===== src/rtl/cnt_pkg.sv =====
// ---------------------------------------------------------------------------
// cnt_pkg -- shared constants for the up/down counter family.
//
// Contents:
//   DIR_UP / DIR_DOWN      encoding of the counter's dir input
//   MODE_WRAP / MODE_SAT   encoding of the counter's sat_mode input
//   *_MIN / *_MAX          legal ranges for the counter parameters
//   max_count()            largest value representable in a given width
// ---------------------------------------------------------------------------
package cnt_pkg;

    localparam logic DIR_UP    = 1'b1;
    localparam logic DIR_DOWN  = 1'b0;
    localparam logic MODE_WRAP = 1'b0;
    localparam logic MODE_SAT  = 1'b1;

    localparam int WIDTH_MIN    = 2;
    localparam int WIDTH_MAX    = 32;
    localparam int MAX_VAL_MIN  = 1;
    localparam int PRESCALE_MIN = 2;
    localparam int PRESCALE_MAX = 256;

    // 64-bit arithmetic so that width 32 does not overflow.
    function automatic longint unsigned max_count(input int width);
        return (64'd1 << width) - 64'd1;
    endfunction

endpackage


===== src/rtl/cnt_prescaler.sv =====
// ---------------------------------------------------------------------------
// cnt_prescaler -- counts enabled cycles modulo PRESCALE and raises tick
// combinationally during the PRESCALE-th enabled cycle.
//
// Parameters:
//   PRESCALE  enabled cycles per tick (2..256)
// Ports:
//   clk   input   rising-edge clock
//   rst   input   synchronous, active-high reset
//   clr   input   synchronous clear of the partial count (beats en)
//   en    input   counts this cycle
//   tick  output  high in the enabled cycle that completes a period
// ---------------------------------------------------------------------------
module cnt_prescaler #(
    parameter int PRESCALE = 4
) (
    input  logic clk,
    input  logic rst,
    input  logic clr,
    input  logic en,
    output logic tick
);

    localparam int             CW   = $clog2(PRESCALE);
    localparam logic [CW-1:0]  LAST = CW'(PRESCALE - 1);

    logic [CW-1:0] cnt;

    assign tick = en & ~clr & (cnt == LAST);

    always_ff @(posedge clk) begin
        if (rst || clr) begin
            cnt <= '0;
        end else if (en) begin
            cnt <= (cnt == LAST) ? '0 : cnt + CW'(1);
        end
    end

endmodule


===== src/rtl/param_updown_counter.sv =====
// ---------------------------------------------------------------------------
// param_updown_counter -- loadable up/down counter with wrap or saturate
// behaviour at 0 / MAX_VAL, a one-cycle terminal-count pulse and a sticky
// boundary flag.
//
// Build option:
//   CNT_PRESCALE_EN  when defined, a cnt_prescaler divides enabled cycles so
//                    one step happens per PRESCALE enabled cycles; when
//                    undefined the counter steps on every enabled cycle.
//
// Parameters:
//   WIDTH     counter width (2..32)
//   MAX_VAL   top count value (1..2**WIDTH-1)
//   PRESCALE  enabled cycles per step (2..256), prescaled build only
// Ports:
//   clk       input   rising-edge clock
//   rst       input   synchronous, active-high reset
//   enable    input   step qualifier
//   dir       input   1 = up, 0 = down
//   sat_mode  input   1 = saturate at boundary, 0 = wrap
//   load      input   synchronous load strobe (beats stepping)
//   load_val  input   value to load, clamped to MAX_VAL
//   clr_ovf   input   clears ovf (a same-cycle boundary step wins)
//   count     output  registered count
//   tc        output  high the cycle after each boundary step
//   ovf       output  sticky boundary flag
// ---------------------------------------------------------------------------
module param_updown_counter
    import cnt_pkg::*;
#(
    parameter int              WIDTH    = 8,
    parameter longint unsigned MAX_VAL  = max_count(WIDTH),
    parameter int              PRESCALE = 4
) (
    input  logic             clk,
    input  logic             rst,
    input  logic             enable,
    input  logic             dir,
    input  logic             sat_mode,
    input  logic             load,
    input  logic [WIDTH-1:0] load_val,
    input  logic             clr_ovf,
    output logic [WIDTH-1:0] count,
    output logic             tc,
    output logic             ovf
);

    // ---------------------------------------------------------------
    // Parameter legality, rejected at elaboration.
    // ---------------------------------------------------------------
    if (WIDTH < WIDTH_MIN || WIDTH > WIDTH_MAX) begin : g_bad_width
        $error("param_updown_counter: WIDTH %0d outside %0d..%0d",
               WIDTH, WIDTH_MIN, WIDTH_MAX);
    end
    if (MAX_VAL < MAX_VAL_MIN || MAX_VAL > max_count(WIDTH)) begin : g_bad_max
        $error("param_updown_counter: MAX_VAL %0d illegal for WIDTH %0d",
               MAX_VAL, WIDTH);
    end
    if (PRESCALE < PRESCALE_MIN || PRESCALE > PRESCALE_MAX) begin : g_bad_pre
        $error("param_updown_counter: PRESCALE %0d outside %0d..%0d",
               PRESCALE, PRESCALE_MIN, PRESCALE_MAX);
    end

    localparam logic [WIDTH-1:0] MAX_CNT = WIDTH'(MAX_VAL);

    logic             step_tick;
    logic             step;
    logic             at_top;
    logic             at_bot;
    logic             boundary;
    logic [WIDTH-1:0] count_nxt;

    // ---------------------------------------------------------------
    // Step qualification.
    // ---------------------------------------------------------------
`ifdef CNT_PRESCALE_EN
    // Load restarts the prescale period; dir changes deliberately do not.
    cnt_prescaler #(
        .PRESCALE (PRESCALE)
    ) u_prescaler (
        .clk  (clk),
        .rst  (rst),
        .clr  (load),
        .en   (enable),
        .tick (step_tick)
    );
`else
    assign step_tick = 1'b1;
`endif

    assign step     = enable & ~load & step_tick;
    assign at_top   = (count == MAX_CNT);
    assign at_bot   = (count == '0);
    // A boundary step is any step taken from the edge in the current
    // direction, whether it wraps or saturates.
    assign boundary = step & ((dir == DIR_UP) ? at_top : at_bot);

    // ---------------------------------------------------------------
    // Next count.
    // ---------------------------------------------------------------
    // NOTE: every output of this block gets a default first, so no path
    // leaves it unassigned and no latch is inferred.
    always_comb begin
        count_nxt = count;
        if (load) begin
            count_nxt = (load_val > MAX_CNT) ? MAX_CNT : load_val;
        end else if (step) begin
            if (dir == DIR_UP) begin
                if (at_top) count_nxt = (sat_mode == MODE_SAT) ? MAX_CNT : '0;
                else        count_nxt = count + WIDTH'(1);
            end else begin
                if (at_bot) count_nxt = (sat_mode == MODE_SAT) ? '0 : MAX_CNT;
                else        count_nxt = count - WIDTH'(1);
            end
        end
    end

    // ---------------------------------------------------------------
    // State registers.
    // ---------------------------------------------------------------
    // NOTE: non-blocking assignments so every register samples the
    // pre-edge values of the others, independent of statement order.
    always_ff @(posedge clk) begin
        if (rst) begin
            count <= '0;
            tc    <= 1'b0;
            ovf   <= 1'b0;
        end else begin
            count <= count_nxt;
            tc    <= boundary;
            // Setting beats clearing when both happen in one cycle.
            ovf   <= boundary | (ovf & ~clr_ovf);
        end
    end

endmodule


===== config.mk =====
export PLATFORM = sky130hd
export DESIGN_NAME = param_updown_counter
export DESIGN_NICKNAME = d
export VERILOG_FILES = /design/src/rtl/cnt_pkg.sv /design/src/rtl/cnt_prescaler.sv /design/src/rtl/param_updown_counter.sv
export SDC_FILE = /design/constraint.sdc
export NUM_CORES = 1
export LEC_CHECK = 0
export BUFFER_PORTS_ARGS = -buffer_cell sky130_fd_sc_hd__buf_4
export CELL_PAD_IN_SITES_DETAIL_PLACEMENT = 1
export CELL_PAD_IN_SITES_GLOBAL_PLACEMENT = 1
export CORE_MARGIN = 3
export CORE_UTILIZATION = 34
export CTS_BUF_LIST = sky130_fd_sc_hd__clkbuf_16
export CTS_CLUSTER_DIAMETER = 60
export DETAILED_ROUTE_END_ITERATION = 7
export HOLD_SLACK_MARGIN = 0.05
export PLACE_DENSITY = 0.76
export SYNTH_ARGS = -nofsm -noshare
export SYNTH_HDL_FRONTEND = slang
export SYNTH_SLANG_ARGS = --single-unit
export TNS_END_PERCENT = 20

===== constraint.sdc =====
create_clock -name clk -period 1.8 [get_ports clk]
set_input_delay 0.54 -clock clk [delete_from_list [all_inputs] [get_ports clk]]
set_output_delay 0.54 -clock clk [all_outputs]
set_load 0.005 [all_outputs]

==> impl_metrics.json, run 1 <==
{
  "drt_iter0_drc": 59,
  "die_y_um": 59.23,
  "postSynth.asyncResetShare": 0,
  "p_total_uw": 1012,
  "design_area_um2": 1360,
  "r2r-start": "count[1]",
  "dr.pass1.iters": 5,
  "hp-class": "reg2reg",
  "slew_headroom": 0.7242,
  "worst_pin_slew_ns": 0.4106,
  "area_growth_pct": 41.17,
  "crit_fanout": 4,
  "final_cell_mix": "40 x buf_4, 12 x a21oi_1, 7 x nand3_1, 6 x dfxtp_1",
  "rows": 18,
  "antenna_found_initial": 0,
  "power_frac_seq": 0.267,
  "ys_types": 43,
  "crit_path_max_incr_delay_ns": 0.49,
  "p_leak_uw": 0.0005333,
  "arrival_ns": 1.93,
  "insertion_delay_ns": 0.24,
  "finalCritPeriodShare": 0.9756,
  "wl_mm": 3.440,
  "cts_buffers": 3,
  "h-tree-depth": 1,
  "gr-usage-all-layers": 0.2119,
  "viasPerCell": 5.957,
  "first_global_vias": 1115,
  "gp_congestion": 0.9357,
  "synthesis.nets": 142,
  "clkSinkCount": 10,
  "ys_seq_elements": 10,
  "ant_nets": 0,
  "finalCriticalPeriod_ns": 1.756,
  "setup_viol": 0,
  "ios": 25,
  "place_area_um2": 1254,
  "crit_required_ns": 1.97,
  "grt_pass1_wl_mm": 5.568,
  "crit_chain": "buf_4, or4_4, or4_1, a21o_1, a31oi_1",
  "critPathKind": "reg2reg",
  "final_net_count": 177,
  "crit_start": "count[1]",
  "ctsHoldBuffers": 0,
  "ir_worst_vdd_uv": 415.2,
  "ff2ff_path_depth": 5,
  "yosys-top-cells-area": "dfxtp_1 21%, a21oi_1 6.2%, xnor2_1 4.5%, ha_1 3.9%, nor3b_1 3.9%",
  "overflow": 0,
  "cts_setup_buffers": 0,
  "p_int_uw": 707.1,
  "finalHoldViolCount": 0,
  "clk_pin_slew_ns": 0.04,
  "syn_area_um2": 963.4,
  "r2r-end": "count[5]",
  "timing.fmax_mhz": 569.4,
  "syn-instance-count": 124,
  "slew_violations": 0,
  "switchingPower_uw": 304.8,
  "rsz0062_at_grt": "yes",
  "die-width_um": 59.23,
  "cp-end-kind": "register",
  "synth_area_leader_cell": "dfxtp_1",
  "cp_slowest_cell": "or4_4",
  "dp.final_hpwl_mm": 2.473,
  "cts_tree": "built",
  "reg2reg_slack_ns": 0.04,
  "synth.yosys.seq_area_share": 0.2078,
  "finalSetupTns_ns": 0,
  "start_util": 0.3720,
  "outcome": "finished clean",
  "synth.avg_cell_area_um2": 7.770,
  "finClkSkew_ns": 0.001720,
  "fillers": 319,
  "maxCapViolCount": 0,
  "drcViolationCount": 0,
  "powerDensity_nw_per_um2": 744.0,
  "drive_gt1_frac": 0.3671,
  "wl_per_cell_um": 18.30,
  "ys_warn_count": 0,
  "coreArea_um2": 2590,
  "synth_edf_count": 0,
  "final_common_cell": "buf_4",
  "swShare": 0.3012,
  "yosysTopAreaCellShare": 0.2078,
  "num_vias": 1120,
  "pwr-share-comb": 0.325,
  "clockBufferDepth": 2,
  "yosys_most_used_dff": "dfxtp_1",
  "clkPwrFrac": 0.408,
  "grt_max_degree": 15,
  "start_kind": "register",
  "diodes": 0,
  "cts.root.buffer_cell": "clkbuf_16",
  "die_area_um2": 3508,
  "port_buffers": 24,
  "endpoint": "count[5]"
}
-- area by class of cell --
type,count,area [um2],area share
flip-flops and latches,10,207.7,0.1527
clock inverters,1,3.754,0.002760
multi-input cells,100,720.7,0.5299
clock buffers,3,75.07,0.05520
repair buffers,40,300.3,0.2208
inverters,4,15.01,0.01104
well taps,30,37.54,0.02760
-- through the flow --
step           hold WS (ns)    util  setup slack, ns  std cells
2_1_floorplan        0.4658       -          0.03985        124
3_3_place_gp         0.4656  0.4841          0.05906        184
3_5_place_dp         0.4761  0.4841        -0.007857        184
4_1_cts              0.4837  0.5155         0.002855        188
5_1_grt              0.5035  0.5251         -0.01179        188
6_report             0.4758  0.5251          0.04385        188
-- layer usage --
layer	global-route usage	wire length (um)
met5	0	0
met3	0.02614	145
met4	0.07767	55
met2	0.3354	1599
met1	0.2921	1640
-- synth_stat cells (2+ instances only) --
cell	count
a211oi_1	2
nor2b_1	2
ha_1	3
o311ai_0	2
buf_2	3
or3_1	2
a31oi_1	3
nand2_1	4
and4_1	3
or4_1	2
a311o_1	2
dfxtp_1	10
nor3b_1	5
a21o_1	3
or4_4	2
nand3b_1	2
inv_1	4
nand2b_1	5
nor3_1	5
a221oi_1	2
o21ai_0	6
nand3_1	7
clkbuf_1	6
a21oi_1	12
xnor2_1	5
nor2_1	5
-- flip-flops by register name (all words and copies together) (netlist names) --
signal	flops
ovf	1
tc	1
count	8
-- worst min-delay path by stage --
stage,depth (start not counted),start,endpoint,slack [ns]
after global routing,2,ovf,ovf,0.50
after floorplan,2,ovf,ovf,0.47
after global placement,2,ovf,ovf,0.47
final,2,ovf,ovf,0.48
after detailed placement,2,ovf,ovf,0.48
after CTS,2,ovf,ovf,0.48
-- power by group through the flow --
stage / combinational [uW] / clock [uW] / sequential (uW)
2_1_floorplan: 194 / 0 / 260
3_5_place_dp: 313 / 0 / 272
4_1_cts: 320 / 422 / 269
3_3_place_gp: 306 / 0 / 270
5_1_grt: 357 / 427 / 275
6_report: 328 / 413 / 270
-- worst max-delay path, delay by kind of cell, from the launching register on --
family | cells | cell delay [ns]
AO/OA/AOI/OAI | 2 | 0.31
buffers and inverters | 1 | 0.15
flip-flops | 1 | 0.33
AND/OR/NAND/NOR | 2 | 0.89
-- repair_timing --
item / CTS / global route
pin swaps: 1 / 2
resized for setup: 1 / 10
endpoints found under the setup margin: 1 / 7
-- logic make-up after synthesis --
kind of cell             share of synthesized area
adder cells (fa/ha/maj)                    0.03897
AND/OR/NAND/NOR                             0.3299
AO/OA/AOI/OAI                               0.2909
XOR/XNOR                                   0.05455
multiplexers                               0.01169
flip-flops                                  0.2078
buffers and inverters                      0.06622
Note: power is estimated with default switching activity, not from simulation.
==> run 2: changes to the inputs <==
--- a/config.mk
+++ b/config.mk
@@ -14,7 +14,9 @@
 export CTS_CLUSTER_DIAMETER = 60
 export DETAILED_ROUTE_END_ITERATION = 7
 export HOLD_SLACK_MARGIN = 0.05
-export PLACE_DENSITY = 0.76
+export PLACE_DENSITY = 0.74
+export SKIP_LAST_GASP = 1
+export SLEW_MARGIN = 20
 export SYNTH_ARGS = -nofsm -noshare
 export SYNTH_HDL_FRONTEND = slang
 export SYNTH_SLANG_ARGS = --single-unit
==> run 2 against run 1 <==
Effect of this change: register-to-register slack lost 0.02 ns; die area did not move; sequential cell count stayed put; sequential power is essentially flat; fmax is 0.99% lower; global-route usage grew 1.1 points; sequential share of layout area down 0.22 points; count of clock-buffer cells in the layout stayed put; non-clock buffer count increased by 1; first-iteration DRC count decreased by 51%; final cell count stayed put; clock skew increased by 0.00075 ns; critical endpoint unchanged; largest power group unchanged; highest routed layer is now met3.
==> impl_metrics.json, run 2 (same netlist as run 1, synthesis figures left out) <==
{
  "worst_pin_slew_ns": 0.4372,
  "maxCapViolCount": 0,
  "finalCriticalPeriod_ns": 1.774,
  "reg2reg_slack_ns": 0.03,
  "die-width_um": 59.23,
  "start_kind": "register",
  "finalHoldViolCount": 0,
  "finalSetupTns_ns": 0,
  "grt_pass1_wl_mm": 5.940,
  "fillers": 316,
  "antenna_found_initial": 0,
  "ctsHoldBuffers": 0,
  "first_global_vias": 1212,
  "design_area_um2": 1371,
  "num_vias": 1165,
  "h-tree-depth": 1,
  "diodes": 0,
  "ff2ff_path_depth": 4,
  "cts.root.buffer_cell": "clkbuf_16",
  "grt_max_degree": 15,
  "largest_reg_flops": 8,
  "crit_required_ns": 1.97,
  "powerDensity_nw_per_um2": 740.0,
  "die_y_um": 59.23,
  "cts_buffers": 3,
  "top_register": "count",
  "reg_top3": "count (8), ovf (1), tc (1)",
  "r2r-start": "count[3]",
  "area_growth_pct": 42.34,
  "viasPerCell": 6.197,
  "die_area_um2": 3508,
  "slew_violations": 0,
  "dp.final_hpwl_mm": 2.639,
  "drcViolationCount": 0,
  "wl_per_cell_um": 19.46,
  "drive_gt1_frac": 0.3797,
  "crit_start": "count[3]",
  "clockBufferDepth": 2,
  "cts_setup_buffers": 0,
  "p_leak_uw": 0.0005398,
  "start_util": 0.3720,
  "coreArea_um2": 2590,
  "crit_fanout": 7,
  "place_inst": 185,
  "drt_iter0_drc": 29,
  "gp_congestion": 0.9264,
  "r2r-end": "count[5]",
  "timing.fmax_mhz": 563.8,
  "final_util": 0.5295,
  "cts_tree": "built",
  "outcome": "finished clean",
  "rows": 18,
  "clkSinkCount": 10,
  "final_cell_mix": "41 x buf_4, 12 x a21oi_1, 7 x nand3_1, 7 x dfxtp_1, 6 x o21ai_0",
  "overflow": 0,
  "insertion_delay_ns": 0.24,
  "ir_worst_vdd_uv": 689.5,
  "finalCritPeriodShare": 0.9854,
  "slew_headroom": 0.7063,
  "ant_nets": 0,
  "critPathKind": "reg2reg",
  "port_buffers": 24,
  "dr.pass1.iters": 4,
  "hp-class": "reg2reg",
  "setup_viol": 0,
  "finClkSkew_ns": 0.002475,
  "cp-end-kind": "register",
  "endpoint": "count[5]",
  "finalNonFillerCells": 188,
  "wl_mm": 3.658,
  "final_net_count": 178,
  "final_common_cell": "buf_4",
  "clk_pin_slew_ns": 0.04,
  "arrival_ns": 1.94,
  "place_area_um2": 1261,
  "gr-usage-all-layers": 0.2226,
  "ios": 25,
  "rsz0062_at_grt": "yes"
}
-- run 2: worst max-delay path: stages, from the launching register on --
cell,delay (ns)
dfxtp_1,0.38
or4_4,0.59
or4_4,0.43
a21o_1,0.17
a31oi_1,0.14
-- run 2: metrics by stage --
step	hold WS, ns	power (uW)	setup WS [ns]
after floorplan	0.4658	453.8	0.03985
after global placement	0.4668	578.5	0.06105
after detailed placement	0.4823	591.2	0.009010
after CTS	0.5020	1003	-0.003875
after global routing	0.5050	1064	-0.01830
final	0.4957	1015	0.02629
-- run 2: cell type report --
class,instances,area (um2),area share
multi-input cells,100,729.5,0.5319
inverters,4,15.01,0.01095
well taps,30,37.54,0.02737
clock buffers,3,75.07,0.05474
repair buffers,41,307.8,0.2245
flip-flops and latches,10,206.4,0.1505
-- run 2: per-layer routing --
metal  vias to the layer above  GRT usage  routed length (um)  share of wire
li1                        546          -                   -              -
met1                       588     0.2865                1637           0.45
met2                        31     0.3838                1846           0.50
met3                         0    0.03704                 175          0.048
met4                         0    0.05178                   0              0
met5                         -          0                   0              0
-- run 2: timing repair --
action,4_1_cts,5_1_grt
setup endpoints to repair,2,9
pin swaps,1,4
resized for setup,1,10
-- run 2: worst min-delay path by stage --
stage	from	end	slack [ns]	depth (start not counted)
finish	ovf	ovf	0.50	2
global route	ovf	ovf	0.50	2
CTS	ovf	ovf	0.50	2
detailed placement	ovf	ovf	0.48	2
global placement	ovf	ovf	0.47	2
floorplan	ovf	ovf	0.47	2
-- run 2: power breakdown --
part	total, uW	leakage, uW	switching, uW	internal [uW]
Sequential	271	0.0000836	31.8	239
Clock	400	0.0000370	111	289
Combinational	344	0.000419	163	180
Total	1010	0.000540	306	709
==> run 3: changes to the inputs <==
--- a/config.mk
+++ b/config.mk
@@ -5,7 +5,7 @@
 export SDC_FILE = /design/constraint.sdc
 export NUM_CORES = 1
 export LEC_CHECK = 0
-export BUFFER_PORTS_ARGS = -buffer_cell sky130_fd_sc_hd__buf_4
+export BUFFER_PORTS_ARGS = -buffer_cell sky130_fd_sc_hd__buf_2
 export CELL_PAD_IN_SITES_DETAIL_PLACEMENT = 1
 export CELL_PAD_IN_SITES_GLOBAL_PLACEMENT = 1
 export CORE_MARGIN = 3
@@ -14,7 +14,9 @@
 export CTS_CLUSTER_DIAMETER = 60
 export DETAILED_ROUTE_END_ITERATION = 7
 export HOLD_SLACK_MARGIN = 0.05
+export MAX_ROUTING_LAYER = met4
 export PLACE_DENSITY = 0.74
+export REMOVE_ABC_BUFFERS = 1
 export SKIP_LAST_GASP = 1
 export SLEW_MARGIN = 20
 export SYNTH_ARGS = -nofsm -noshare
==> run 3 against run 2 <==
Effect of this change: count of clock-buffer cells in the layout unchanged; sequential power about the same; worst hold slack better by 0.0085 ns; utilization down 1.4 points; largest cell class unchanged.
==> impl_metrics.json, run 3 (same netlist as run 1, synthesis figures left out) <==
{
  "dpl_worst_slack_ns": -0.01212,
  "dp.final_hpwl_mm": 2.821,
  "gr-usage-all-layers": 0.2386,
  "port_buffers": 24,
  "drive_gt1_frac": 0.3704,
  "cts_setup_buffers": 0,
  "finalCritPeriodShare": 0.9997,
  "cts_tree": "built",
  "p_int_uw": 697.1,
  "clkPwrFrac": 0.408,
  "coreArea_um2": 2590,
  "crit_required_ns": 1.97,
  "drt_iter0_drc": 45,
  "final_cell_mix": "24 x buf_2, 20 x buf_4, 12 x a21oi_1, 9 x dfxtp_1, 7 x nand3_1",
  "hold_start": "ovf",
  "clk_pin_slew_ns": 0.04,
  "powerDensity_nw_per_um2": 757.6,
  "design_area_um2": 1336,
  "crit_chain": "buf_4, or4_4, or4_1, a21o_1, a31oi_1",
  "finClkSkew_ns": 0.002310,
  "dr.pass1.iters": 4,
  "ios": 25,
  "cp.buffers_inverters": 1,
  "start_util": 0.3720,
  "crit_path_max_incr_delay_ns": 0.51,
  "ctsHoldBuffers": 0,
  "top_register": "count",
  "ant_nets": 0,
  "grt_pass1_wl_mm": 6.044,
  "num_vias": 1143,
  "setup_viol": 0,
  "reg2reg_slack_ns": 0.0006,
  "gp_congestion": 1.004,
  "finalCriticalPeriod_ns": 1.799,
  "critPathKind": "reg2reg",
  "cp-end-kind": "register",
  "maxCapViolCount": 0,
  "swShare": 0.3114,
  "start_kind": "register",
  "die_y_um": 59.23,
  "die_area_um2": 3508,
  "insertion_delay_ns": 0.24,
  "path_delay_family": "simple AND/OR/NAND/NOR gates",
  "clockBufferDepth": 2,
  "diodes": 0,
  "cts.root.buffer_cell": "clkbuf_16",
  "crit_fanout": 6,
  "slew_headroom": 0.7324,
  "switchingPower_uw": 315.3,
  "r2r-start": "count[0]",
  "viasPerCell": 5.953,
  "timing.fmax_mhz": 555.7,
  "slew_violations": 0,
  "rows": 18,
  "fillers": 334,
  "finalHoldViolCount": 0,
  "clkSinkCount": 10,
  "first_global_vias": 1235,
  "wl_per_cell_um": 19.62,
  "overflow": 0,
  "grt_max_degree": 16,
  "crit_start": "count[0]",
  "place_area_um2": 1222,
  "final_common_cell": "buf_2",
  "arrival_ns": 1.97,
  "final_net_count": 181,
  "ir_worst_vdd_uv": 476.0,
  "rsz0062_at_grt": "yes",
  "outcome": "finished clean",
  "reg_top3": "count (8), ovf (1), tc (1)",
  "drcViolationCount": 0,
  "p_leak_uw": 0.0005364,
  "area_growth_pct": 38.70,
  "power_frac_seq": 0.265,
  "die-width_um": 59.23,
  "cts_buffers": 3,
  "antenna_found_initial": 0,
  "hp-class": "reg2reg",
  "wl_mm": 3.767,
  "largest_reg_flops": 8,
  "fin_ws_ns": 0.0006215,
  "h-tree-depth": 1,
  "cp_slowest_cell": "or4_4",
  "worst_pin_slew_ns": 0.4008,
  "pwr-share-comb": 0.327
}
run 3: cell count changes in the layout (fill, tap and decap cells not counted), moves of 2 or more:
cell	previous run	this run
nor3b_2	2	0
buf_2	0	24
dfxtp_1	7	9
nor3b_1	3	5
buf_4	41	20
run 3: worst reg2reg max path, stage by stage, from the launching register on:
cell     delay [ns]
dfxtp_1        0.31
buf_4          0.15
or4_4          0.51
or4_1          0.41
a21o_1         0.18
a31oi_1        0.16
run 3: repair_timing:
item / 4_1_cts / 5_1_grt
resized for setup: 0 / 10
gates cloned: 0 / 0
setup endpoints to repair: 2 / 8
pin swaps: 1 / 3
run 3: per-stage QoR:
step            TNS [ns]  std cells  utilization  power [uW]  hold slack (ns)
6_report               0        192       0.5159        1012           0.5042
3_3_place_gp           0        188       0.4720       565.2           0.4546
2_1_floorplan  -0.001342        114            -       431.3           0.4597
4_1_cts        -0.006865        192       0.5024       995.1           0.5090
5_1_grt          -0.3031        192       0.5159        1054           0.5226
3_5_place_dp    -0.01212        188       0.4720       579.4           0.4966
run 3: routing by layer:
layer  GRT usage  part of all wire  vias to the layer above
met3     0.03704             0.053                        7
li1            -                 -                      550
met1      0.2913              0.44                      554
met4     0.06472             0.012                        0
met2      0.4041              0.50                       32
met5           -                 0                        -
run 3: power groups by stage:
stage,sequential (uW),combinational (uW),clock (uW)
after global placement,267,298,0
final,268,331,414
after floorplan,274,157,0
after CTS,266,314,415
after detailed placement,269,311,0
after global routing,271,364,420
run 3: worst paths after layout:
path / end / cells after the start
max: count[5] / 5
min: ovf / 2
max reg2reg: count[5] / 5
min reg2reg: ovf / 2
run 3: cell type report:
type                       instances  area [um2]  share of cell area
tap                               30       37.54             0.02809
clock inverter                     1       3.754            0.002809
timing repair buffer              44       270.3              0.2022
sequential                        10       201.4              0.1507
multi-input combinational        100       733.2              0.5487
inverter                           4       15.01             0.01124
clock buffer                       3       75.07             0.05618
